--- config.mk ---
export PLATFORM = sky130hd
export DESIGN_NAME = cmd_fetch
export DESIGN_NICKNAME = d
export VERILOG_FILES = /design/src/rtl/cmd_fetch.sv
export SDC_FILE = /design/constraint.sdc
export NUM_CORES = 1
export LEC_CHECK = 0
export ABC_AREA = 1
export ABC_CLOCK_PERIOD_IN_PS = 4600
export CELL_PAD_IN_SITES_DETAIL_PLACEMENT = 0
export CELL_PAD_IN_SITES_GLOBAL_PLACEMENT = 1
export CORE_MARGIN = 3
export CORE_UTILIZATION = 31
export CTS_CLUSTER_DIAMETER = 120
export DETAILED_ROUTE_END_ITERATION = 8
export GPL_TIMING_DRIVEN = 0
export PLACE_DENSITY_LB_ADDON = 0.2
export SYNTH_ARGS = -nofsm -noshare
export SYNTH_HDL_FRONTEND = slang
export SYNTH_SLANG_ARGS = --single-unit
--- constraint.sdc ---
create_clock -name clk -period 4.6 [get_ports clk]
set_input_delay 0.46 -clock clk [delete_from_list [all_inputs] [get_ports clk]]
set_output_delay 0.46 -clock clk [all_outputs]
set_load 0.01 [all_outputs]
--- src/rtl/cmd_fetch.sv ---
// cmd_fetch: walks the instruction memory, parses command headers and streams payload beats downstream.
module cmd_fetch #(
  parameter int ADDR_W = 10,
  parameter int unsigned START_ADDR = 0
) (
  input  logic         clk,
  input  logic         rst,
  input  logic         run,
  output logic [31:0]  addr1,
  output logic [31:0]  addr2,
  input  logic [31:0]  read0,
  input  logic [31:0]  read1,
  input  logic [31:0]  read2,
  input  logic [31:0]  read3,
  input  logic [31:0]  read4,
  output logic         out_valid,
  input  logic         out_ready,
  output logic [7:0]   out_op,
  output logic [127:0] out_data,
  output logic [2:0]   out_nwords,
  output logic         out_first,
  output logic         out_last,
  output logic         busy,
  output logic         err
);
  typedef enum logic [1:0] {IDLE, HDR, PAY, HALT} state_t;
  state_t state_q, state_d;
  logic [ADDR_W-1:0] pc_q, pc_d, ptr_q, ptr_d;
  logic [7:0] rem_q, rem_d, op_q, op_d;
  logic first_pend_q, first_pend_d, err_q, err_d;
  logic out_valid_q, out_valid_d, out_first_q, out_first_d, out_last_q, out_last_d;
  logic [7:0] out_op_q, out_op_d;
  logic [127:0] out_data_q, out_data_d;
  logic [2:0] out_nwords_q, out_nwords_d;
  logic free;
  logic [2:0] n;
  logic [7:0] len, opc;
  assign free = !out_valid_q || out_ready;
  assign n = (rem_q >= 8'd4) ? 3'd4 : rem_q[2:0];
  assign len = read0[15:8];
  assign opc = read0[7:0];
  always_comb begin
    state_d = state_q;
    pc_d = pc_q;
    ptr_d = ptr_q;
    rem_d = rem_q;
    op_d = op_q;
    first_pend_d = first_pend_q;
    err_d = err_q;
    out_valid_d = out_valid_q && !out_ready;
    out_op_d = out_op_q;
    out_data_d = out_data_q;
    out_nwords_d = out_nwords_q;
    out_first_d = out_first_q;
    out_last_d = out_last_q;
    case (state_q)
      IDLE: state_d = run ? HDR : IDLE;
      HDR: begin
        if (!run) state_d = IDLE;
        else if (read0[31] && len != 8'd0) begin
          op_d = opc;
          rem_d = len;
          ptr_d = pc_q + 1'b1;
          first_pend_d = 1'b1;
          state_d = PAY;
        end else if (read0[31] || opc == 8'h05) begin
          // Empty commands still emit one zero-word beat so downstream sees them
          if (free) begin
            out_valid_d = 1'b1;
            out_op_d = opc;
            out_data_d = '0;
            out_nwords_d = 3'd0;
            out_first_d = 1'b1;
            out_last_d = 1'b1;
            pc_d = pc_q + 1'b1;
          end
        end else if (opc == 8'h06) pc_d = read1[ADDR_W-1:0];
        else if (opc == 8'h00) pc_d = pc_q + 1'b1;
        else begin
          err_d = 1'b1;
          state_d = HALT;
        end
      end
      PAY: begin
        if (free) begin
          out_valid_d = 1'b1;
          out_op_d = op_q;
          out_data_d = {read1, n > 3'd1 ? read2 : 32'd0, n > 3'd2 ? read3 : 32'd0,
                        n > 3'd3 ? read4 : 32'd0};
          out_nwords_d = n;
          out_first_d = first_pend_q;
          out_last_d = rem_q <= 8'd4;
          ptr_d = ptr_q + ADDR_W'(n);
          rem_d = rem_q - 8'(n);
          first_pend_d = 1'b0;
          if (rem_q <= 8'd4) begin
            pc_d = ptr_q + ADDR_W'(n);
            state_d = HDR;
          end
        end
      end
      default: state_d = HALT;
    endcase
  end
  always_ff @(posedge clk) begin
    if (rst) begin
      state_q <= IDLE;
      pc_q <= ADDR_W'(START_ADDR);
      ptr_q <= '0;
      rem_q <= '0;
      op_q <= '0;
      first_pend_q <= 1'b0;
      err_q <= 1'b0;
      out_valid_q <= 1'b0;
      out_op_q <= '0;
      out_data_q <= '0;
      out_nwords_q <= '0;
      out_first_q <= 1'b0;
      out_last_q <= 1'b0;
    end else begin
      state_q <= state_d;
      pc_q <= pc_d;
      ptr_q <= ptr_d;
      rem_q <= rem_d;
      op_q <= op_d;
      first_pend_q <= first_pend_d;
      err_q <= err_d;
      out_valid_q <= out_valid_d;
      out_op_q <= out_op_d;
      out_data_q <= out_data_d;
      out_nwords_q <= out_nwords_d;
      out_first_q <= out_first_d;
      out_last_q <= out_last_d;
    end
  end
  assign addr1 = 32'(pc_q);
  assign addr2 = 32'(state_q == PAY ? ptr_q : pc_q + 1'b1);
  assign out_valid = out_valid_q;
  assign out_op = out_op_q;
  assign out_data = out_data_q;
  assign out_nwords = out_nwords_q;
  assign out_first = out_first_q;
  assign out_last = out_last_q;
  assign busy = state_q != IDLE && state_q != HALT;
  assign err = err_q;
endmodule

==> impl_results.html <==
<table>
<tr><th>Metric</th><th>Value</th></tr>
<tr><th colspan="2">Power</th></tr>
<tr><td>LEAKAGE</td><td>between 5 and 6 nW</td></tr>
<tr><td>Flop pwr share</td><td>0.414</td></tr>
<tr><td>Net switching fraction of the power</td><td>0.320</td></tr>
<tr><td>Maximum ir drop on the vdd rail</td><td>0.205 mV</td></tr>
<tr><td>Comb pwr share</td><td>0.233</td></tr>
<tr><td>Internal Power</td><td>~2.8 mW</td></tr>
<tr><td>PD cells</td><td>between 300 and 400 nW/µm²</td></tr>
<tr><td>Part of the total power dissipated in the clock network</td><td>0.353</td></tr>
<tr><td>Switching Power</td><td>about 1.3 mW</td></tr>
<tr><th colspan="2">Finish</th></tr>
<tr><td>Util after Layout</td><td>0.473</td></tr>
<tr><td>Highest-count cells in the layout ignoring fill and taps</td><td>sky130_fd_sc_hd__nand2_1 (463), sky130_fd_sc_hd__clkdlybuf4s50_1 (312), sky130_fd_sc_hd__nor2_1 (266)</td></tr>
<tr><td>Final non-filler cell total</td><td>around 2200</td></tr>
<tr><td>Most common library cell in the layout ignoring fill and taps</td><td>sky130_fd_sc_hd__nand2_1</td></tr>
<tr><td>Ratio of cells with drive above 1 in the final layout</td><td>0.0693</td></tr>
<tr><td>Post-synthesis to final-layout area growth</td><td>47.7%</td></tr>
<tr><td>Post-route cell area</td><td>between 10000 and 15000 µm²</td></tr>
<tr><td>Total Nets Final</td><td>1950</td></tr>
<tr><th colspan="2">Setup path</th></tr>
<tr><td>Critical path fanouts, max</td><td>10</td></tr>
<tr><td>Register-to-register setup slack</td><td>~1.6 ns</td></tr>
<tr><td>Crit path kind</td><td>reg -&gt; out</td></tr>
<tr><td>Req. time, crit path</td><td>~4.1 ns</td></tr>
<tr><td>Capturing element type of the critical path</td><td>output pin</td></tr>
<tr><td>Worst setup SP type</td><td>register</td></tr>
<tr><td>Data arrival time at the worst-slack endpoint</td><td>slightly above 3 ns</td></tr>
<tr><th colspan="2">Floorplanning</th></tr>
<tr><td>Die boundary height</td><td>roughly 180 µm</td></tr>
<tr><td>Initial core utilization</td><td>0.320</td></tr>
<tr><td>Total I/O pin count</td><td>roughly 370</td></tr>
<tr><td>CORE AREA</td><td>28300 µm²</td></tr>
<tr><td>Area of the die</td><td>31300 µm²</td></tr>
<tr><td>Std-Cell Rows</td><td>61</td></tr>
<tr><td>X dimension of the die</td><td>between 150 and 200 µm</td></tr>
<tr><th colspan="2">Timing</th></tr>
<tr><td>Final setup viols</td><td>0</td></tr>
<tr><td>Fin crit share</td><td>0.768</td></tr>
<tr><td>Slew at the pin closest to its max-slew limit</td><td>slightly above 0.8 ns</td></tr>
<tr><td>Setup total negative slack</td><td>0 ns</td></tr>
<tr><td>RSZ-0062 raised after global routing</td><td>false</td></tr>
<tr><td>Final max-slew violation count</td><td>0</td></tr>
<tr><td>Worst hold-check slack</td><td>about 0.44 ns</td></tr>
<tr><td>Remaining max-slew budget at the tightest pin</td><td>0.457</td></tr>
<tr><td>Worst setup skew after layout</td><td>0.0145 ns</td></tr>
<tr><td>Clock period minus final worst setup slack</td><td>3.53 ns</td></tr>
<tr><td>Maximum operating frequency</td><td>between 0.2 and 0.3 GHz</td></tr>
<tr><td>Endpoints failing hold</td><td>0</td></tr>
<tr><th colspan="2">CTS</th></tr>
<tr><td>Clock input transition at the sequential cells of the worst setup and hold paths</td><td>approximately 0.070 ns</td></tr>
<tr><td>TritonCTS Buffers</td><td>17</td></tr>
<tr><td>Clock latency at the later pin of the worst-skew pair</td><td>about 0.44 ns</td></tr>
<tr><td>Hold Buf Count CTS</td><td>0</td></tr>
<tr><td>Number of H-tree levels</td><td>4</td></tr>
<tr><td>Clock buffer depth</td><td>2</td></tr>
<tr><td>Clock tree from TritonCTS</td><td>done</td></tr>
<tr><td>Number of buffers inserted by post-CTS setup repair</td><td>0</td></tr>
<tr><td>Number of resized instances in the post-cts repair step</td><td>0</td></tr>
<tr><td>Root buffer cell</td><td>sky130_fd_sc_hd__clkbuf_16</td></tr>
<tr><td>Clock sink count</td><td>~180</td></tr>
<tr><th colspan="2">Route</th></tr>
<tr><td>Via density per instance</td><td>roughly 4.5</td></tr>
<tr><td>Detailed Route Iter0 Violations</td><td>572</td></tr>
<tr><td>Residual antenna-violating net count after detailed routing</td><td>0</td></tr>
<tr><td>Overall via count from detail_route</td><td>between 9000 and 10000</td></tr>
<tr><td>Number of remaining DRC errors</td><td>0</td></tr>
<tr><td>Wire length per cell</td><td>about 15 µm</td></tr>
<tr><td>Count of TritonRoute iterations in the first routing pass</td><td>7</td></tr>
<tr><td>Routed Wire Length</td><td>about 33 mm</td></tr>
<tr><th colspan="2">Flow run</th></tr>
<tr><td>Max cap viols</td><td>0</td></tr>
<tr><th colspan="2">Global route</th></tr>
<tr><td>Wire length of the first global-routing pass</td><td>50.2 mm</td></tr>
<tr><td>Number of global-route vias before repair</td><td>a little over 9000</td></tr>
<tr><td>Sum of overflow across all layers after global routing</td><td>0</td></tr>
<tr><td>Global-route usage over all layers</td><td>0.204</td></tr>
<tr><td>Pin count of the biggest net entering global routing</td><td>19</td></tr>
<tr><td>Number of antenna violations at the first check in global routing</td><td>3</td></tr>
<tr><th colspan="2">Synthesis</th></tr>
<tr><td>Cell Area, Synth</td><td>roughly 9100 µm²</td></tr>
<tr><td>Mean instance size in the synthesized netlist</td><td>between 6 and 7 µm²</td></tr>
<tr><td>Cells after synthesis</td><td>around 1400</td></tr>
<tr><td>Portion of the post-synthesis area used by sequential elements</td><td>0.402</td></tr>
<tr><td>Number of synthesis warnings</td><td>0</td></tr>
<tr><td>Total of flip-flops plus latches after synthesis</td><td>182</td></tr>
<tr><td>Synth cell types</td><td>30</td></tr>
<tr><th colspan="2">Worst hold path</th></tr>
<tr><td>Path type of the worst min-delay path</td><td>reg -&gt; reg</td></tr>
<tr><th colspan="2">Placed design</th></tr>
<tr><td>Placed Cells incl. Taps</td><td>between 2000 and 2500</td></tr>
<tr><td>Final RePlAce weighted congestion</td><td>between 0.8 and 0.9</td></tr>
<tr><td>Half-perimeter wire length after detailed placement</td><td>roughly 25 mm</td></tr>
<tr><td>Area of placed instances</td><td>roughly 13000 µm²</td></tr>
<tr><td>Port Buffers</td><td>312</td></tr>
<tr><th colspan="2">Run status</th></tr>
<tr><td>Status</td><td>completed</td></tr>
</table>
sequential cells by signal (all words and copies together) (netlist names), 2 cells and up:
| register | flops |
|---|---|
| out_nwords | 3 |
| rem_q | 8 |
| op_q | 8 |
| pc_q | 10 |
| out_data | 128 |
| state_q | 2 |
| out_op | 8 |
| ptr_q | 10 |
critical path, stage by stage (launching register included):
cell and delay (ns):
sky130_fd_sc_hd__dfxtp_1 0.33, sky130_fd_sc_hd__inv_1 0.11, sky130_fd_sc_hd__ha_1 0.15, sky130_fd_sc_hd__buf_2 0.18, sky130_fd_sc_hd__clkbuf_1 0.53, sky130_fd_sc_hd__clkbuf_1 0.50, sky130_fd_sc_hd__nand2_1 0.10, sky130_fd_sc_hd__o21ai_0 0.14
sky130_fd_sc_hd__clkdlybuf4s50_1 0.60
through the flow:
step                setup WS [ns]  total power, mW
floorplan                    2.18             2.25
global placement             1.54             2.70
detailed placement           1.50             2.70
CTS                         0.994             4.16
global route                0.962             4.33
finish                       1.07             4.11
per-layer routing:
layer,global-route usage,wire [µm],up-vias
met5,0,17,-
met4,0.0596,711,2
met3,0.0459,2280,38
met2,0.332,15000,318
met1,0.272,15000,4363
li1,-,-,5084
power by group through the flow:
| stage | registers [mW] | logic, mW | clock network [mW] |
|---|---|---|---|
| detailed placement | 1.74 | 0.963 | 0 |
| global placement | 1.73 | 0.962 | 0 |
| floorplan | 1.75 | 0.504 | 0 |
| global route | 1.71 | 1.07 | 1.55 |
| finish | 1.70 | 0.958 | 1.45 |
| CTS | 1.70 | 0.967 | 1.50 |
final timing paths:
| check | startpoint | endpoint | depth (start not counted) |
|---|---|---|---|
| worst max-delay path | state_q[0] | addr2[1] | 8 |
| worst min-delay path | op_q[0] | op_q[0] | 2 |
| worst max register to register | rem_q[3] | ptr_q[8] | 16 |
| worst min register to register | op_q[0] | op_q[0] | 2 |
cell usage after synthesis:
master                       n  area, µm²
sky130_fd_sc_hd__a211oi_1    4       30.0
sky130_fd_sc_hd__a21oi_1   127        636
sky130_fd_sc_hd__a21oi_2     1       8.76
sky130_fd_sc_hd__buf_1       3       11.3
sky130_fd_sc_hd__buf_2      22        110
sky130_fd_sc_hd__buf_4      49        368
sky130_fd_sc_hd__buf_6       9        101
sky130_fd_sc_hd__clkbuf_1   49        184
sky130_fd_sc_hd__conb_1      2       7.51
sky130_fd_sc_hd__dfxtp_1   182       3640
sky130_fd_sc_hd__fa_1        1       20.0
sky130_fd_sc_hd__ha_1        9        113
sky130_fd_sc_hd__inv_1      48        180
sky130_fd_sc_hd__inv_2       6       22.5
sky130_fd_sc_hd__nand2_1   463       1740
sky130_fd_sc_hd__nand2_2     1       6.26
sky130_fd_sc_hd__nand3_1    44        220
sky130_fd_sc_hd__nand4_1    17        106
sky130_fd_sc_hd__nor2_1    266        998
sky130_fd_sc_hd__nor3_1      8       40.0
sky130_fd_sc_hd__nor3_2      1       10.0
sky130_fd_sc_hd__o211a_1     2       20.0
sky130_fd_sc_hd__o211ai_1    2       15.0
sky130_fd_sc_hd__o21a_1      1       7.51
sky130_fd_sc_hd__o21ai_0    69        345
sky130_fd_sc_hd__o21ai_1     5       25.0
sky130_fd_sc_hd__o31ai_1     1       7.51
sky130_fd_sc_hd__or2_2       3       18.8
sky130_fd_sc_hd__xnor2_1     1       8.76
sky130_fd_sc_hd__xor2_1      7       61.3
cell type report:
class                   instances  area, µm²
fillers                      2996      14900
multi-input cells            1077       4600
flip-flops and latches        182       3640
repair buffers                312       3120
plain buffers                 132        774
well taps                     378        473
clock buffers                  18        439
inverters                      54        203
clock inverters                14        131
diodes                          1       2.50
logic make-up after synthesis:
group,synth area share
AOI/OAI and AO/OA,0.121
xor gates and xnor gates,0.00773
adders and majority gates,0.0146
buffers and inverters,0.108
DFF,0.402
other,0.000829
and+or+nand+nor,0.346
Power figures use the tool's default switching activity.
